## src/rtl/br_mux_pkg.sv

```systemverilog
// Shared definitions for the br_* mux/arbiter family: mode encodings,
// counter width and a reusable rotate-priority pick function.
package br_mux_pkg;

    localparam logic        MODE_FIXED = 1'b0;
    localparam logic        MODE_RR    = 1'b1;
    localparam int unsigned CNT_W      = 16;
    localparam int unsigned MAX_N      = 16;
    localparam int unsigned IDX_W      = 4;

    // Returns {found, index}: first set bit of valid[n-1:0] scanning from ptr upward with wrap.
    function automatic logic [IDX_W:0] rr_pick(
        input logic [MAX_N-1:0] valid,
        input logic [IDX_W-1:0] ptr,
        input int unsigned      n
    );
        logic [IDX_W:0] res;
        int unsigned    idx;
        res = '0;
        for (int unsigned k = 0; k < MAX_N; k++) begin
            if (k < n) begin
                idx = 32'(ptr) + k;
                if (idx >= n) idx = idx - n;
                if (!res[IDX_W] && valid[idx[IDX_W-1:0]]) begin
                    res = {1'b1, idx[IDX_W-1:0]};
                end
            end
        end
        return res;
    endfunction

endpackage

```

## src/rtl/br_rr_pick.sv

```systemverilog
// Combinational rotate-priority encoder: first valid channel at or after ptr, wrapping mod N.
module br_rr_pick
    import br_mux_pkg::*;
#(
    parameter  int unsigned N  = 4,
    localparam int unsigned SW = $clog2(N)
) (
    input  logic [N-1:0]  valid,
    input  logic [SW-1:0] ptr,
    output logic          found,
    output logic [SW-1:0] idx
);

    logic [IDX_W:0] pick;

    always_comb begin
        pick  = rr_pick(MAX_N'(valid), IDX_W'(ptr), N);
        found = pick[IDX_W];
        idx   = SW'(pick);
    end

endmodule

```

## src/rtl/br_mux_arb.sv

```systemverilog
// N-channel W-bit valid/ready mux with fixed-select or round-robin arbitration
// and one registered output slot. Define BR_MUX_ARB_GRANT_CNT_EN for per-channel grant counters.
module br_mux_arb
    import br_mux_pkg::*;
#(
    parameter  int unsigned W  = 4,
    parameter  int unsigned N  = 4,
    localparam int unsigned SW = $clog2(N)
) (
    input  logic            clk,
    input  logic            rst_n,
    input  logic [N*W-1:0]  in_data,
    input  logic [N-1:0]    in_valid,
    output logic [N-1:0]    in_ready,
    input  logic            mode,
    input  logic [SW-1:0]   sel,
    output logic [W-1:0]    out_data,
    output logic            out_valid,
    input  logic            out_ready,
    output logic [SW-1:0]   out_ch
`ifdef BR_MUX_ARB_GRANT_CNT_EN
    ,
    output logic [N*CNT_W-1:0] grant_cnt,
    input  logic               cnt_clr
`endif
);

    localparam int unsigned NP = 2**SW;

    logic [SW-1:0] ptr;
    logic [NP-1:0] valid_ext;
    logic          rr_found;
    logic [SW-1:0] rr_idx;
    logic          grant;
    logic [SW-1:0] g;
    logic          load_en;
    logic          xfer;

    br_rr_pick #(.N(N)) u_pick (
        .valid (in_valid),
        .ptr   (ptr),
        .found (rr_found),
        .idx   (rr_idx)
    );

    // Zero-padded so an out-of-range sel simply sees no valid.
    assign valid_ext = NP'(in_valid);
    assign load_en   = !out_valid || out_ready;

    always_comb begin
        grant    = 1'b0;
        g        = '0;
        in_ready = '0;
        if (mode == MODE_RR) begin
            grant = rr_found;
            g     = rr_idx;
        end else begin
            grant = valid_ext[sel];
            g     = sel;
        end
        xfer = rst_n && grant && load_en;
        if (xfer) in_ready = N'(1) << g;
    end

    always_ff @(posedge clk) begin
        if (!rst_n) begin
            out_data  <= '0;
            out_ch    <= '0;
            out_valid <= 1'b0;
            ptr       <= '0;
        end else if (xfer) begin
            out_data  <= in_data[g*W +: W];
            out_ch    <= g;
            out_valid <= 1'b1;
            ptr       <= (g == SW'(N-1)) ? '0 : g + SW'(1);
        end else if (out_valid && out_ready) begin
            out_valid <= 1'b0;
        end
    end

`ifdef BR_MUX_ARB_GRANT_CNT_EN
    // Saturating per-channel transfer counters; clear wins over increment.
    always_ff @(posedge clk) begin
        if (!rst_n || cnt_clr) begin
            grant_cnt <= '0;
        end else begin
            for (int i = 0; i < N; i++) begin
                if (in_ready[i] && grant_cnt[i*CNT_W +: CNT_W] != '1) begin
                    grant_cnt[i*CNT_W +: CNT_W] <= grant_cnt[i*CNT_W +: CNT_W] + CNT_W'(1);
                end
            end
        end
    end
`endif

endmodule

```

## config.mk

```make
export PLATFORM = sky130hd
export DESIGN_NAME = br_mux_arb
export DESIGN_NICKNAME = d
export VERILOG_FILES = /design/src/rtl/br_mux_pkg.sv /design/src/rtl/br_rr_pick.sv /design/src/rtl/br_mux_arb.sv
export SDC_FILE = /design/constraint.sdc
export NUM_CORES = 1
export LEC_CHECK = 0
export ABC_CLOCK_PERIOD_IN_PS = 7400
export BUFFER_PORTS_ARGS = -buffer_cell sky130_fd_sc_hd__buf_2
export CORE_UTILIZATION = 44
export DETAILED_ROUTE_END_ITERATION = 10
export PLACE_DENSITY_LB_ADDON = 0.15
export SLEW_MARGIN = 20
export SYNTH_ARGS = -nofsm -noshare
export SYNTH_HDL_FRONTEND = slang
export SYNTH_SLANG_ARGS = --single-unit
```

## constraint.sdc

```tcl
create_clock -name clk -period 7.4 [get_ports clk]
set_input_delay 0.37 -clock clk [delete_from_list [all_inputs] [get_ports clk]]
set_output_delay 0.37 -clock clk [all_outputs]
set_load 0.02 [all_outputs]
```

==> impl_results.md, run 1 <==
- Max-slew violations: 0
- Placed wire-length estimate: 1.462 mm
- Leakage power: 0.5200 nW
- Worst skew pair latency: 260 ps
- Total gr overflow: 0
- Vias in the first global route: 726
- Dpl cells: 160
- Ant. Diodes: 0
- Number of I/O pins: 37
- Max-cap check violation count: 0
- CP Data Arrival Time: 3310 ps
- Setup_tns: 0 ps
- Post-synthesis simple-gate area fraction: 0.1981
- IO buf count: 36
- Clk root buf: clkbuf_4
- Die width: 47.31 µm
- CTS max path bufs: 2
- Status: complete, no violations
- WL per Instance: 11.45 µm
- Post-Synthesis Cells: 102
- CP Max Fanout: 12
- Starting DRC count in detailed routing: 24
- Top_reg_cell synth: dfxtp_1
- Core area: 0.001942 mm²
- CP top delay family: compound AO/OA/AOI/OAI gates
- CTS Buf Count: 3
- Combinational power share: 0.479
- # nets final: 169
- Endpoints failing hold: 0
- Slew HR: 0.5265
- # rows: 16
- Clk_skew: 5.324 ps
- Crit-path most repeated cell: ha_1
- Worst slew pin tran: 710.3 ps
- Yosys reg bits: 9
- Post-CTS Repair Setup Buffers: 0
- Switch Pwr: 0.00007235 W
- Crit. End Element: primary output
- First-pass GRT wire length: 2.925 mm
- Routed WL: 1.877 mm
- Die H: 47.31 µm
- Synth Area in XOR/XNOR: 0
- Initial Util: 0.4652
- Synth warnings: 0
- Hold_buf cts: 0
- Final worst-path cycle share: 0.4978
- PD cells: 172.7 mW/mm²
- Maximum level of the CTS H-tree: 1
- Gpl congestion: 0.8733
- Register area share after synthesis: 0.1994
- Mapped cell area: 903.4 µm²
- Synth Area in Adders: 0.06925
- Req. time, crit path: 7030 ps
- Max Fclk: 0.2715 GHz
- Setup Crit Path Kind: reg2out
- First drt pass iteration count: 4
- Worst min path class: in2reg
- Internal Pwr Total: 0.0001178 W
- Total nets after synthesis: 133
- Largest net degree at the start of global routing: 15
- Sw Share: 0.3805
- Drt drc: 0
- Post-synth cell types: 38
- RSZ-0062 raised after global routing: no
- Startpoint Class: register
- CTS clk-pin slew, worst paths: 60 ps
- CP max-delay cell: a41oi_2
- Avg Vias per Cell: 5.384
- Overall power: 0.0001901 W
- WP buf/inv: 2
- Global-route usage over all layers: 0.1850
- Post-synth EDFFs: 0
- Final min period: 3684 ps
- Hold_ws: 436.3 ps
- Initial antenna violation count: 0
- Largest family of logic cells by synthesized area: multiplexers
- Number of clock sinks: 9
- Layout area overhead: 21.88%
- Layout cells sized above 1: 0.3723
- Via count: 883
- Clock tree from TritonCTS: done
- Clk pwr share: 0.193
- Compound-Gate Fraction of Synth Area: 0.2064
- Seq pwr share: 0.328
- # resized after CTS: 0
- Mux contribution to synthesized area: 0.2548
- Final Setup Violations: 0
- Worst vdd ir: 0.09370 mV
- Syn_area_per_cell: 8.857 µm²
- CP Cell Sequence: inv_1 -> ha_1 -> nor3_1 -> o211ai_1 -> a41oi_2 -> ha_1 -> and2_1 -> buf_2
- Slowest cell delay on critical path: 650 ps
- Finished Layout Cells: 164
- DRT antenna net count: 0
- Die area: 0.002238 mm²
- Asr flop ratio synth: 0
-- worst paths after layout --
path	from	endpoint	slack (ps)	cells after the start
worst min register to register	out_ch[0]$_SDFFE_PN0P_	out_ch[0]$_SDFFE_PN0P_	460	2
worst min-delay path	in_data[3]	out_data[3]$_SDFFE_PN0P_	440	4
worst max register to register	ptr[0]$_SDFFE_PN0P_	out_data[2]$_SDFFE_PN0P_	4210	8
worst max-delay path	ptr[0]$_SDFFE_PN0P_	in_ready[3]	3720	8
-- worst reg2reg max path: stages, from the launching register on --
cell and delay, ps:
dfxtp_1 620, inv_1 180, ha_1 390, nor3_1 500, o211ai_1 160, a41oi_2 650
mux2i_1 260, a21oi_1 90, a32o_1 220
-- power by group through the flow --
stage | Sequential [W] | Combinational (W) | Clock [W]
floorplan | 0.0000673 | 0.0000656 | 0
global placement | 0.0000632 | 0.0000898 | 0
detailed placement | 0.0000633 | 0.0000915 | 0
CTS | 0.0000624 | 0.0000916 | 0.0000382
global route | 0.0000638 | 0.000101 | 0.0000406
finish | 0.0000624 | 0.0000910 | 0.0000367
-- cells in the mapped netlist, types with 2 or more instances --
| cell | n | area, µm² |
|---|---|---|
| a21boi_1 | 2 | 15.01 |
| a21oi_1 | 7 | 35.03 |
| a32o_1 | 4 | 40.04 |
| and2_1 | 3 | 18.77 |
| buf_6 | 3 | 33.78 |
| dfxtp_1 | 9 | 180.2 |
| ha_1 | 5 | 62.56 |
| inv_1 | 5 | 18.77 |
| mux2_2 | 3 | 33.78 |
| mux2i_1 | 11 | 110.1 |
| mux4_2 | 2 | 45.04 |
| nand2_1 | 12 | 45.04 |
| nand2b_1 | 3 | 18.77 |
| nor2_1 | 7 | 26.28 |
| nor2b_1 | 2 | 12.51 |
| nor3_1 | 2 | 10.01 |
-- layout make-up --
type | instances | area [µm²]
inverters | 6 | 22.52
multi-input cells | 82 | 658.1
fillers | 184 | 840.8
flip-flops and latches | 9 | 180.2
clock buffers | 4 | 26.28
repair buffers | 36 | 180.2
well taps | 27 | 33.78
-- sequential cells by signal, summed over array words and instances (netlist names) --
| register | flops |
|---|---|
| out_valid | 1 |
| out_data | 4 |
| ptr | 2 |
| out_ch | 2 |
-- through the flow --
step	setup slack [ps]	util	cell area (µm²)
3_5_place_dp	3975	0.5535	1075
4_1_cts	3693	0.5670	1101
3_3_place_gp	4047	0.5535	1075
2_1_floorplan	4624	-	903.4
6_report	3716	0.5670	1101
5_1_grt	3474	0.5670	1101
-- cell usage in the layout (no fill, tap or decap), types with 4 or more instances in the layout --
cell type / count
a21oi_1: 7
a32o_1: 4
buf_2: 36
dfxtp_1: 9
ha_1: 5
inv_1: 5
mux2i_1: 11
nand2_1: 12
nor2_1: 7
-- metal layers --
metal | track usage | share of wire
met5 | 0 | 0
met1 | 0.2431 | 0.48
met4 | 0.06857 | 0.0075
met3 | 0.03846 | 0.039
met2 | 0.2959 | 0.47
-- kinds of logic (layout without fill, tap and decap cells) --
family / after synthesis / in the layout
multiplexers: 18 / 18
flip-flops: 9 / 9
buffers and inverters: 11 / 46
adder cells (fa/ha/maj): 5 / 5
AO/OA/AOI/OAI: 24 / 24
AND/OR/NAND/NOR: 35 / 35
Power figures use the tool's default switching activity.
==> run 2: changes to the inputs <==
Settings changed: ABC_CLOCK_PERIOD_IN_PS 7400 to 3600.
Clock period 7.4 ns to 3.6 ns, I/O delays scaled along.
==> impl_results.md, run 2 (synthesis results as in run 1) <==
- Most flops, register: out_data
- Layout cells sized above 1: 0.3768
- Biggest regs: out_data (4), out_ch (2), ptr (2)
- Post-CTS Repair Setup Buffers: 0
- Ant. Diodes: 0
- CTS max path bufs: 2
- Final WS setup: 242.8 ps
- Fin util: 0.5709
- Vias in the first global route: 773
- Number of clock sinks: 9
- # nets final: 170
- Hold_ws: 249.7 ps
- Pre-CTS setup slack: 490.0 ps
- Largest net degree at the start of global routing: 15
- Total gr overflow: 0
- Initial antenna violation count: 0
- Endpoints failing hold: 0
- Setup_tns: 0 ps
- # rows: 16
- Gpl congestion: 0.9274
- Core area: 0.001942 mm²
- Starting DRC count in detailed routing: 12
- Via count: 887
- Worst min path class: in2reg
- Worst hold stages: 4
- Max-slew violations: 0
- First-pass GRT wire length: 3.132 mm
- DRT antenna net count: 0
- Clk_skew: 5.163 ps
- Die width: 47.31 µm
- # resized after CTS: 0
- CTS clk-pin slew, worst paths: 70 ps
- Layout area overhead: 22.71%
- Most common cell after layout, fill and taps aside: buf_2
- Placed wire-length estimate: 1.562 mm
- Slew HR: 0.6538
- Worst slew pin tran: 515.3 ps
- Number of I/O pins: 37
- Worst skew pair latency: 260 ps
- Avg Vias per Cell: 5.376
- Leakage power: 0.5248 nW
- Drt drc: 0
- Reg2Reg Depth: 9
- Global-route usage over all layers: 0.1973
- IO buf count: 36
- Status: complete, no violations
- Setup Crit Path Kind: reg2out
- First drt pass iteration count: 4
- Max FFs per register: 4
- Final Setup Violations: 0
- Startpoint Class: register
- Max Fclk: 0.2979 GHz
- Overall power: 0.0003951 W
- Clock tree from TritonCTS: done
- CP Max Fanout: 12
- Hold_buf cts: 0
- Initial Util: 0.4652
- Clk root buf: clkbuf_4
- WL per Instance: 11.92 µm
- Die area: 0.002238 mm²
- Maximum level of the CTS H-tree: 1
- Final min period: 3357 ps
- CP Data Arrival Time: 3180 ps
- Req. time, crit path: 3420 ps
- Die H: 47.31 µm
- Worst vdd ir: 0.1988 mV
- Routed WL: 1.967 mm
- Most frequent cells in the layout: buf_2, nand2_1, mux2i_1
- Final worst-path cycle share: 0.9325
- Max-cap check violation count: 0
- CTS Buf Count: 3
- RSZ-0062 raised after global routing: no
- Crit. End Element: primary output
- PD cells: 356.4 mW/mm²
==> run 2: cell count changes in the layout (fill, tap and decap cells not counted), sizes merged <==
cell,change
buf,+1
==> run 2: stage by stage <==
step,cells,cell area (µm²)
2_1_floorplan,102,903.4
3_3_place_gp,161,1082
6_report,165,1109
5_1_grt,165,1109
3_5_place_dp,161,1082
4_1_cts,165,1109
==> run 2: layer usage <==
metal / wire length, µm / global-route usage / share of wire / up-vias
met4: 42 / 0.1029 / 0.021 / 0
met1: 925 / 0.2449 / 0.47 / 401
met3: 107 / 0.05385 / 0.054 / 6
li1: - / - / - / 450
met2: 891 / 0.3096 / 0.45 / 30
met5: 0 / 0 / 0 / -
==> run 2: layout make-up <==
type | count | area [µm²]
timing repair buffer | 37 | 187.7
sequential | 9 | 180.2
fill | 192 | 833.3
tap | 27 | 33.78
inverter | 6 | 22.52
clock buffer | 4 | 26.28
multi-input combinational | 82 | 658.1
==> run 2: path summary, 6_finish.rpt <==
| check | slack, ps | to | start |
|---|---|---|---|
| setup / recovery | 240 | in_ready[0] | ptr[0]$_SDFFE_PN0P_ |
| hold / removal | 250 | out_data[0]$_SDFFE_PN0P_ | in_data[0] |
| setup reg to reg | 440 | out_data[3]$_SDFFE_PN0P_ | ptr[0]$_SDFFE_PN0P_ |
| hold reg to reg | 470 | out_ch[0]$_SDFFE_PN0P_ | out_ch[0]$_SDFFE_PN0P_ |
==> run 2: report_power, final <==
part	switching [W]	internal, W	total [W]	leakage [nW]
clock	0.0000351	0.0000427	0.0000778	0.0150
sequential	0.0000141	0.000114	0.000128	0.0744
combinational	0.000102	0.0000875	0.000189	0.435
==> run 2: critical path, cell delays in order, from the launching register on <==
cell and delay, ps:
dfxtp_1 610, inv_1 180, ha_1 400, nor3_1 480, or4_4 220, a41oi_2 220, buf_4 250, or2_1 270
nor2_1 100, buf_2 170
==> run 3: changes to the inputs <==
Settings changed: ABC_AREA set to 1, SETUP_SLACK_MARGIN set to 0.2.
==> impl_results.md, run 3 <==
- Status: complete, no violations
- Avg Vias per Cell: 4.841
- Setup_tns: 0 ps
- Number of clock sinks: 9
- CTS Buf Count: 3
- Routed WL: 2.528 mm
- CTS clk-pin slew, worst paths: 70 ps
- # rows: 17
- Vias in the first global route: 1,040
- Total nets after synthesis: 194
- Synth warnings: 0
- Worst slew pin tran: 549.1 ps
- Most common cell in the netlist: inv_1
- Global-route usage over all layers: 0.2125
- Startpoint Class: register
- Gpl congestion: 0.8666
- Initial Util: 0.4745
- Max Fclk: 0.3242 GHz
- Largest net degree at the start of global routing: 14
- Synth top cells by count: inv_1, nand2_1, nand3_1, nand2_2
- Max-cap check violation count: 0
- Mapped cell area: 0.001070 mm²
- Ant. Diodes: 0
- First-pass GRT wire length: 4.209 mm
- Clk_skew: 1.296 ps
- CTS max path bufs: 2
- Ranking of synthesized cells by area: dfxtp_1, nand3_1, inv_1, nand2_1, nand2_2
- Slew HR: 0.6334
- Largest family of logic cells by synthesized area: simple AND/OR/NAND/NOR gates
- First drt pass iteration count: 4
- PD cells: 351.7 mW/mm²
- Setup Crit Path Kind: reg2out
- Die width: 51.31 µm
- Synth Area in XOR/XNOR: 0
- Hold wc startpoint: out_ready
- Worst min path class: in2reg
- Most frequent cells in the layout: buf_2, inv_1, nand2_1
- Fin area: 0.001277 mm²
- Core area: 0.002255 mm²
- DP Area: 0.001242 mm²
- Post-Synthesis Cells: 163
- IO buf count: 36
- Clk root buf: clkbuf_4
- Met1 GRT Util: 0.2202
- Area leader, netlist: dfxtp_1
- Met3 Use GR: 0.04464
- FF-to-FF Start: ptr[0]$_SDFFE_PN0P_
- Most common cell after layout, fill and taps aside: buf_2
- Worst skew pair latency: 260 ps
- CP Max Fanout: 13
- Biggest regs: out_data (4), out_ch (2), ptr (2)
- Final Setup Violations: 0
- Drt drc: 0
- CP Launch Point: ptr[0]$_SDFFE_PN0P_
- Total gr overflow: 0
- Starting DRC count in detailed routing: 13
- Worst vdd ir: 0.3703 mV
- Post-CTS Repair Setup Buffers: 0
- Layout area overhead: 19.42%
- Clock tree from TritonCTS: done
- Die H: 51.31 µm
- Register area share after synthesis: 0.1684
- GR peak layer: met2
- Compound-Gate Fraction of Synth Area: 0.1006
- Max-slew violations: 0
- Placed wire-length estimate: 2.118 mm
- Req. time, crit path: 3420 ps
- Synth Area in Adders: 0.05848
- Die area: 0.002633 mm²
- Asr flop ratio synth: 0
- DRT antenna net count: 0
- Final min period: 3084 ps
- Mux contribution to synthesized area: 0
- Post-synthesis simple-gate area fraction: 0.4959
- Top_reg_cell synth: dfxtp_1
- GR Util met2: 0.4298
- Initial antenna violation count: 0
- Yosys reg bits: 9
- Most flops, register: out_data
- Via count: 1,099
- # fillers: 230
- Crit. End Element: primary output
- Maximum level of the CTS H-tree: 1
- Number of I/O pins: 37
- Max FFs per register: 4
- Syn_area_per_cell: 6.563 µm²
- # nets final: 231
- CP Data Arrival Time: 2900 ps
- Overall power: 0.0004493 W
- Post-synth cell types: 28
- Final worst-path cycle share: 0.8568
- Endpoints failing hold: 0
- Post-synth EDFFs: 0
- Yosys top cell area share: 0.1684
- Leakage power: 0.7343 nW
- WL per Instance: 11.14 µm
- RSZ-0062 raised after global routing: no
- Layout cells sized above 1: 0.3920
-- run 3: logic make-up after synthesis --
group / after synthesis
AND/OR/NAND/NOR: 92
buffers and inverters: 41
AO/OA/AOI/OAI: 16
flip-flops: 9
adder cells (fa/ha/maj): 5
-- run 3: layer usage --
layer	routed length, µm	up-vias
li1	-	582
met1	1044	476
met2	1339	37
met3	111	4
met4	32	0
met5	0	-
-- run 3: final cells by class --
| cell class | count | area, µm² | area share |
|---|---|---|---|
| Sequential cell | 9 | 180.2 | 0.1410 |
| Timing Repair Buffer | 36 | 180.2 | 0.1410 |
| Inverter | 37 | 146.4 | 0.1146 |
| Multi-Input combinational cell | 113 | 708.2 | 0.5544 |
| Tap cell | 28 | 35.03 | 0.02742 |
| Clock buffer | 3 | 22.52 | 0.01763 |
| Clock inverter | 1 | 5.005 | 0.003918 |
-- run 3: stage by stage --
| stage | hold WS [ps] | setup WS, ps | cells | utilization |
|---|---|---|---|---|
| after floorplan | 365.3 | 1176 | 163 | - |
| after global placement | 478.8 | 764.3 | 223 | 0.5511 |
| after detailed placement | 476.9 | 679.5 | 223 | 0.5511 |
| after CTS | 198.5 | 368.4 | 227 | 0.5633 |
| after global routing | 236.4 | 232.1 | 227 | 0.5666 |
| final | 222.0 | 515.7 | 227 | 0.5666 |
-- run 3: power by group --
group	internal, W	switching, W	total [W]	leakage (nW)
registers	0.000112	0.0000127	0.000125	0.0745
clock network	0.0000410	0.0000381	0.0000791	0.0177
logic	0.0000882	0.000157	0.000246	0.642
total	0.000241	0.000208	0.000449	0.734
-- run 3: path summary, 6_finish.rpt --
check | cells past startpoint | slack, ps | endpoint
max | 15 | 520 | in_ready[2]
min | 4 | 220 | out_valid$_SDFFE_PN0P_
max reg2reg | 15 | 870 | ptr[1]$_SDFFE_PN0P_
min reg2reg | 2 | 510 | out_ch[1]$_SDFFE_PN0P_
-- run 3: timing repair --
action                     4_1_cts  5_1_grt
hold buffers                     0        0
resized for setup                0        1
setup endpoints to repair        0        2
-- run 3: worst max-delay path: stages (launching register included) --
cell and delay (ps):
dfxtp_1 670, inv_8 90, ha_1 400, inv_1 90, nand3_2 90, nand3_2 100, nand2_2 100, nor2_4 40
nand3_1 60, nand3_1 120, a21oi_4 340, inv_2 130, nor2_4 130, inv_2 50, nor2_1 70, buf_2 160
